`src/rtl/alu_muldiv.sv`:
```
// alu_muldiv: registered execute-stage ALU with an iterative multiplier/divider and HI/LO registers
// Ports: clk, rst (async, active-high); in_valid/in_ready request handshake; alu_opcode, a, b operands;
//        out_valid one-cycle result pulse; alu_out/zero registered result; busy while iterating; hi/lo registers.
// Optional: define SIGNED_MULDIV_EN to add signed MULT (1101) and DIV (1110).
module alu_muldiv #(
   parameter int WIDTH = 32,
   localparam int CNT_W = $clog2(WIDTH) + 1
) (
   input  logic             clk,
   input  logic             rst,
   input  logic             in_valid,
   output logic             in_ready,
   input  logic [3:0]       alu_opcode,
   input  logic [WIDTH-1:0] a,
   input  logic [WIDTH-1:0] b,
   output logic             out_valid,
   output logic [WIDTH-1:0] alu_out,
   output logic             zero,
   output logic             busy,
   output logic [WIDTH-1:0] hi,
   output logic [WIDTH-1:0] lo
);
   localparam logic [3:0] OP_AND = 4'b0000, OP_OR = 4'b0001, OP_ADD = 4'b0010, OP_SUB = 4'b0110;
   localparam logic [3:0] OP_SLT = 4'b0111, OP_NOR = 4'b1100, OP_MULTU = 4'b1000, OP_DIVU = 4'b1001;
   localparam logic [3:0] OP_MFHI = 4'b1010, OP_MFLO = 4'b1011;
`ifdef SIGNED_MULDIV_EN
   localparam logic [3:0] OP_MULT = 4'b1101, OP_DIV = 4'b1110;
`endif
   typedef enum logic [2:0] {
      IDLE,
      MUL,
      DIV,
`ifdef SIGNED_MULDIV_EN
      FIX,
`endif
      DONE
   } state_t;
   state_t state_q, state_d, post;
   logic [2*WIDTH-1:0] acc_q, acc_d;
   logic [WIDTH-1:0] opnd_q, opnd_d, hi_q, hi_d, lo_q, lo_d, alu_out_q, alu_out_d, res;
   logic [CNT_W-1:0] cnt_q, cnt_d;
   logic zero_q, zero_d, out_valid_q, out_valid_d, last, ge;
   logic [WIDTH:0] sum, trial, diff;
`ifdef SIGNED_MULDIV_EN
   logic sgn_q, sgn_d, mul_q, mul_d, neg_lo_q, neg_lo_d, neg_hi_q, neg_hi_d;
   logic [WIDTH-1:0] a_mag, b_mag;
   assign a_mag = a[WIDTH-1] ? -a : a;
   assign b_mag = b[WIDTH-1] ? -b : b;
   assign post = sgn_q ? FIX : DONE;
`else
   assign post = DONE;
`endif
   assign in_ready = state_q == IDLE;
   assign busy = state_q == MUL || state_q == DIV;
   assign out_valid = out_valid_q;
   assign alu_out = alu_out_q;
   assign zero = zero_q;
   assign hi = hi_q;
   assign lo = lo_q;
   // acc holds {partial product, multiplier} for MUL and {remainder, dividend/quotient} for DIV
   assign sum = {1'b0, acc_q[2*WIDTH-1:WIDTH]} + {1'b0, opnd_q & {WIDTH{acc_q[0]}}};
   assign trial = acc_q[2*WIDTH-1:WIDTH-1];
   assign diff = trial - {1'b0, opnd_q};
   assign ge = trial >= {1'b0, opnd_q};
   assign last = cnt_q == CNT_W'(WIDTH - 1);
   always_comb begin
      res = a;
      case (alu_opcode)
         OP_AND:  res = a & b;
         OP_OR:   res = a | b;
         OP_ADD:  res = a + b;
         OP_SUB:  res = a - b;
         OP_SLT:  res = WIDTH'(a < b);
         OP_NOR:  res = ~(a | b);
         OP_MFHI: res = hi_q;
         OP_MFLO: res = lo_q;
         default: res = a;
      endcase
   end
   always_comb begin
      state_d = state_q;
      acc_d = acc_q;
      opnd_d = opnd_q;
      cnt_d = cnt_q;
      hi_d = hi_q;
      lo_d = lo_q;
      alu_out_d = alu_out_q;
      zero_d = zero_q;
      out_valid_d = 1'b0;
`ifdef SIGNED_MULDIV_EN
      sgn_d = sgn_q;
      mul_d = mul_q;
      neg_lo_d = neg_lo_q;
      neg_hi_d = neg_hi_q;
`endif
      case (state_q)
         IDLE: if (in_valid) begin
            if (alu_opcode == OP_MULTU || alu_opcode == OP_DIVU) begin
               state_d = alu_opcode == OP_MULTU ? MUL : DIV;
               acc_d = {{WIDTH{1'b0}}, alu_opcode == OP_MULTU ? b : a};
               opnd_d = alu_opcode == OP_MULTU ? a : b;
               cnt_d = '0;
`ifdef SIGNED_MULDIV_EN
               sgn_d = 1'b0;
            end else if (alu_opcode == OP_MULT || alu_opcode == OP_DIV) begin
               state_d = alu_opcode == OP_MULT ? MUL : DIV;
               acc_d = {{WIDTH{1'b0}}, alu_opcode == OP_MULT ? b_mag : a_mag};
               opnd_d = alu_opcode == OP_MULT ? a_mag : b_mag;
               cnt_d = '0;
               sgn_d = 1'b1;
               mul_d = alu_opcode == OP_MULT;
               // divide by zero keeps the all-ones quotient; remainder follows the dividend
               neg_lo_d = (a[WIDTH-1] ^ b[WIDTH-1]) & (alu_opcode == OP_MULT || |b);
               neg_hi_d = alu_opcode == OP_MULT ? a[WIDTH-1] ^ b[WIDTH-1] : a[WIDTH-1];
`endif
            end else begin
               alu_out_d = res;
               zero_d = res == '0;
               out_valid_d = 1'b1;
            end
         end
         MUL: begin
            acc_d = {sum, acc_q[WIDTH-1:1]};
            cnt_d = cnt_q + CNT_W'(1);
            state_d = last ? post : MUL;
         end
         DIV: begin
            acc_d = {ge ? diff[WIDTH-1:0] : trial[WIDTH-1:0], acc_q[WIDTH-2:0], ge};
            cnt_d = cnt_q + CNT_W'(1);
            state_d = last ? post : DIV;
         end
`ifdef SIGNED_MULDIV_EN
         FIX: begin
            acc_d = mul_q ? (neg_lo_q ? -acc_q : acc_q) :
                    {neg_hi_q ? -acc_q[2*WIDTH-1:WIDTH] : acc_q[2*WIDTH-1:WIDTH],
                     neg_lo_q ? -acc_q[WIDTH-1:0] : acc_q[WIDTH-1:0]};
            state_d = DONE;
         end
`endif
         DONE: begin
            hi_d = acc_q[2*WIDTH-1:WIDTH];
            lo_d = acc_q[WIDTH-1:0];
            alu_out_d = acc_q[WIDTH-1:0];
            zero_d = acc_q[WIDTH-1:0] == '0;
            out_valid_d = 1'b1;
            state_d = IDLE;
         end
         default: state_d = IDLE;
      endcase
   end
   always_ff @(posedge clk or posedge rst) begin
      if (rst) begin
         state_q <= IDLE;
         acc_q <= '0;
         opnd_q <= '0;
         cnt_q <= '0;
         hi_q <= '0;
         lo_q <= '0;
         alu_out_q <= '0;
         zero_q <= 1'b1;
         out_valid_q <= 1'b0;
`ifdef SIGNED_MULDIV_EN
         sgn_q <= 1'b0;
         mul_q <= 1'b0;
         neg_lo_q <= 1'b0;
         neg_hi_q <= 1'b0;
`endif
      end else begin
         state_q <= state_d;
         acc_q <= acc_d;
         opnd_q <= opnd_d;
         cnt_q <= cnt_d;
         hi_q <= hi_d;
         lo_q <= lo_d;
         alu_out_q <= alu_out_d;
         zero_q <= zero_d;
         out_valid_q <= out_valid_d;
`ifdef SIGNED_MULDIV_EN
         sgn_q <= sgn_d;
         mul_q <= mul_d;
         neg_lo_q <= neg_lo_d;
         neg_hi_q <= neg_hi_d;
`endif
      end
   end
endmodule

```
`config.mk`:
```
export PLATFORM = sky130hd
export DESIGN_NAME = alu_muldiv
export DESIGN_NICKNAME = d
export VERILOG_FILES = /design/src/rtl/alu_muldiv.sv
export SDC_FILE = /design/constraint.sdc
export NUM_CORES = 1
export LEC_CHECK = 0
export CORE_AREA = 2 2 205 207
export CTS_CLUSTER_DIAMETER = 100
export DETAILED_ROUTE_END_ITERATION = 8
export DIE_AREA = 0 0 207 209
export PLACE_DENSITY = 0.68
export SLEW_MARGIN = 5
export SYNTH_ARGS = -nofsm -noshare
export SYNTH_HDL_FRONTEND = slang
export SYNTH_SLANG_ARGS = --single-unit
```
`constraint.sdc`:
```
create_clock -name clk -period 9.9 [get_ports clk]
set_clock_uncertainty 0.2 [all_clocks]
set_input_delay 2.475 -clock clk [delete_from_list [all_inputs] [get_ports clk]]
set_output_delay 2.475 -clock clk [all_outputs]
set_load 0.005 [all_outputs]
```
# Yosys cells after proc, flatten, opt, wreduce, memory -nomap -nowiden
# Index checks and enable logic that the tools add are counted.
# totals
register_bits,203
out_inout_bits,100
word_cells,76
# classes
add_sub_neg,5
n_lt_le_gt_ge,2
n_eq_ne,16
n_mux,25
bitwise,4
n_reduce_logical,15
# ops
op,count
$pmux W32 S8,1
$pmux W64 S3,1
$mux W32,5
$mux W64,2
$and A32 B32 Y32,2
$logic_not A32 Y1,2
$pmux W32 S2,1
$sub A32 B32 Y32,2
$add A32 B32 Y33,1
$ge A33 B32 Y1,1
$add A32 B32 Y32,1
$lt A32 B32 Y1,1
$not A32 Y32,1
$or A32 B32 Y32,1
$eq A4 B4 Y1 const B,5
$mux W6,2
$pmux W6 S2,1
$reduce_and A3 Y1,4
$pmux W3 S3,1
$eq A4 B3 Y1 const B,2
$add A6 B1 Y6 const B,1
$eq A3 B2 Y1 const B,2
$eq A6 B5 Y1 const B,1
$mux W3,2
15 further kinds,24

# Logic depth before layout (Yosys ltp)
# depth
depth_word,7
mapped_depth,17
depth_no_buf,16

# Least setup slack after synthesis
# OpenSTA, ideal clock, no wires.
# synth_timing
path_kind,in2reg
startpoint,input a[0]
endpoint,"register zero_q, in the netlist zero"
setup_ns,0.086
arrival_time_ns,5.498
t_required_ns,9.614
path_slack_ns,4.116
stages,15
n_path_buf,0
cell_sequence,ha_1 -> inv_1 -> fa_1 -> nor2b_1 -> o31a_1 -> a21oi_2 -> o41ai_1 -> mux2_2 -> o32ai_2 -> o2111ai_1 -> a311oi_1 -> nand4_1 -> and4bb_1 -> nand3b_1 -> o31ai_2
# synth_via
elab_chain_len,7
# synth_lines
element,line,rtl
from (decl),14,"input logic [WIDTH-1:0] a,"
branches (longest 2 deep; another with $sub A32 B32 Y32),--,
$pmux W32 S8 (*),68,case (alu_opcode)
$logic_not A32 Y1 (*),118,zero_d = res == '0;
$mux W1 (*),98,if (alu_opcode == OP_MULTU || alu_opcode == OP_DIVU) begin
$mux W1 (*),97,IDLE: if (in_valid) begin
$pmux W1 S2 (*),96,case (state_q)
to (signal assigned),176,zero_q <= zero_d;
to (decl),42,"logic zero_q, zero_d, out_valid_q, out_valid_d, last, ge;"
# Mark *: on every way between the ends. The select of a mux whose other input is x is not followed.
# A chain may end at the register's enable or synchronous reset.

# Worst setup path after layout
# layout_timing
startpoint,input alu_opcode[1]
endpoint,"register zero_q, in the netlist zero"
# layout_via
elab_chain_len,6
# layout_lines
element,line,rtl
from (decl),13,"input logic [3:0] alu_opcode,"
"$eq A4 B4 Y1, or another cell as far along",68,
$pmux W32 S8,68,
$logic_not A32 Y1,118,
$mux W1,98,
$mux W1,97,
$pmux W1 S2,96,
# Several ways; a longest one is shown, not always the timed one. The select of a mux whose other input is x is not followed.

==> results.cfg <==
[cts]
cts_num_sinks = 202
postCtsSetupBuffers = 0
cts_resized = 0
clock_latency_ps = 590
clk_pin_slew_ps = 60
cts_buffers = 26
cts.htree.levels = 1
clockBufferDepth = 3
holdBufCountCts = 0
cts_tree = yes
ctsRootBufferMaster = clkbuf_16

[synthesis]
ys_types = 111
synth_fp_nets = 2698
netlist_area_um2 = 19530
synth_flop_cell = dfrtp_1
async_reset_ff_frac = 1.000
synth_edf_count = 0
avgSynthCellArea_um2 = 7.977
ys_seq_area_frac = 0.2589
synth-seq-cells = 202
synth_warnings = 0
syn_inst = 2448

[floorplanning]
ios = 171
core_um2 = 41290
rows = 75
initial_core_util = 0.4729
die_area_um2 = 43260
die_w_um = 207
fp.dieH_um = 209

[placed_design]
io_buffers = 170
post-dp-hpwl_um = 61350
dpl-instance-area_um2 = 21540
globalplace.congestion = 1.010

[global_routing]
grt_pass1_vias = 19050
antenna_found_initial = 2
grt_use_total = 0.3656
overflow = 0
grt_max_degree = 96
grt_pass1_wl_um = 121500

[sta]
fin_setup_tns_ps = 0
fmax_ghz = 0.1371
period_needed_ps = 7292
final_max_slew_viol_count = 0
grt_setup_unrepaired = false
final-hold-violation-count = 0
setup_viol = 0
fin_crit_sh = 0.7366
worst_pin_slew_ps = 1176
slew_headroom = 0.2129

[routing]
drtAntennaViolNets = 0
via_per_inst = 6.483
drc_errors = 0
detail_route.iter0.violations = 2355
vias = 19980
first_pass_iters = 6
wl_per_cell_um = 26.35
wl_um = 81200

[critical_path]
crit_slowest_cell = clkdlybuf4s50_1
cp.arrival_ps = 7590
slowest_delay_ps = 970
cp_max_fo = 22
crit_chain = clkdlybuf4s50_1 -> clkinv_1 -> a21oi_4 -> or3_1 -> buf_4 -> o2111a_1 -> o22ai_1 -> and4b_1 -> nand4b_1 -> nor4b_1 -> nand4_1 -> and4bb_1 -> nand3b_1 -> o31ai_2
path_class = in2reg
start_kind = input pin
endpoint_kind = flip-flop
path_buf_inv = 3
crit_required_ps = 10200
critPathTopFamily = simple AND/OR/NAND/NOR gates

[min_path]
hp-class = reg2reg

[finish]
drive_gt1_frac = 0.07865
area_delta_synth_final_pct = 14.81
final_cell_area_um2 = 22420
fin_nets = 2776
antenna_cells = 0

[power_and_ir_drop]
total_power_mw = 4.835
total_leakage_power_nw = 9.871
powerDensity_nw_per_um2 = 215.6
peakVddDrop_uv = 187.0

[outcome]
status = finished, final reports clean

[run]
drv_cap = 0
## path summary, 6_finish.rpt
path                               start          end  slack, ps  cells past startpoint
max                        alu_opcode[1]         zero       2610                     14
min                          alu_out[11]  alu_out[11]        300                      1
max reg2reg                   state_q[0]         zero       4920                     13
min reg2reg                  alu_out[11]  alu_out[11]        300                      1
max in group asynchronous            rst    acc_q[48]       5950                      3
min in group asynchronous            rst     cnt_q[3]       2230                      2
## placed cells by master, fill, tap and decap left out, types with 14 or more instances in the layout
master / netlist / layout
a22oi_1: 63 / 63
nor2b_1: 20 / 20
nor4_1: 16 / 16
ha_1: 175 / 173
xor2_1: 27 / 27
o31ai_1: 14 / 14
o21ai_0: 230 / 230
a31oi_1: 19 / 19
a221oi_1: 21 / 21
clkdlybuf4s50_1: 0 / 169
nor2_1: 194 / 193
o22ai_1: 14 / 14
inv_1: 155 / 154
nand2_1: 244 / 243
clkbuf_16: 0 / 26
a21o_1: 48 / 48
and2_1: 46 / 46
dfrtp_1: 201 / 201
buf_4: 10 / 31
o21bai_1: 18 / 18
a21oi_1: 200 / 200
nand4_1: 19 / 19
nand3_1: 37 / 36
mux2_2: 62 / 62
mux2i_1: 49 / 48
nor3_1: 45 / 43
o211ai_1: 20 / 20
o21a_1: 20 / 20
a22o_1: 14 / 14
xnor2_1: 45 / 45
o221ai_1: 21 / 21
nand2b_1: 25 / 25
## stage by stage
stage	util	setup WS (ps)	cells	hold WS (ps)
after floorplan	-	1716	2448	267.8
after global placement	0.5216	2504	3037	281.0
after detailed placement	0.5216	2203	3037	283.9
after CTS	0.5430	2788	3082	301.0
after global routing	0.5430	2489	3082	317.0
final	0.5430	2608	3082	299.4
## cells by family after synthesis
family,count (synthesis),synth area share
xor gates and xnor gates,72,0.03229
adders and majority gates,179,0.1162
and+or+nand+nor,722,0.1765
AOI/OAI and AO/OA,852,0.2901
muxes,111,0.06087
DFF,202,0.2589
buffers and inverters,310,0.06510
## cells in the mapped netlist, drive strengths merged, types with 10 or more instances
cell type	instances	area (µm²)
nand4	19	118.9
nor2b	21	133.9
nand2b	26	165.2
a21oi	205	1052
nor3	48	261.5
o221ai	21	183.9
a211oi	15	122.6
o31ai	18	163.9
nor2	196	745.7
nand3	37	185.2
nor4	16	100.1
a2111oi	10	113.9
xnor2	45	394.1
mux2i	49	490.5
o21a	20	150.1
a22oi	63	473.0
a21o	48	360.4
or2	10	62.56
o311ai	10	87.59
or3	13	81.33
nand2	244	915.9
o22ai	15	100.1
a221oi	23	214.0
buf	55	311.5
and2	46	287.8
a31oi	20	140.1
o211ai	20	150.1
dfrtp	201	5030
o21bai	18	135.1
mux2	62	698.2
o21ai	240	1205
ha	175	2190
clkbuf	96	362.8
a22o	14	122.6
inv	158	593.1
and3	10	67.56
xor2	27	236.5
## where the power goes
group	switching, mW	total (mW)	internal, mW	leakage [nW]
Sequential	0.348	1.47	1.12	2.53
Combinational	1.41	2.39	0.977	6.91
Clock	0.403	0.979	0.575	0.439
Total	2.16	4.83	2.67	9.87
## cell type report
type	instances	area [µm²]
Sequential cell	202	5056
Inverter	159	604.3
Timing Repair Buffer	201	1929
Multi-Input combinational cell	1936	13270
Clock inverter	8	100.1
Clock buffer	37	782.0
Fill cell	3938	18870
Tap cell	539	674.4
## sequential cells by signal (all words and copies together), names as in the netlist
register	count
acc_q	64
alu_out	32
hi	32
lo	32
opnd_q	32
cnt_q	6
state_q	2
out_valid	1
zero	1
## layer usage
metal | share of wire | GRT usage
met1 | 0.41 | 0.4818
met2 | 0.44 | 0.5657
met3 | 0.085 | 0.05485
met4 | 0.071 | 0.2251
met5 | 0.000037 | 0
Power figures use the tool's default switching activity.
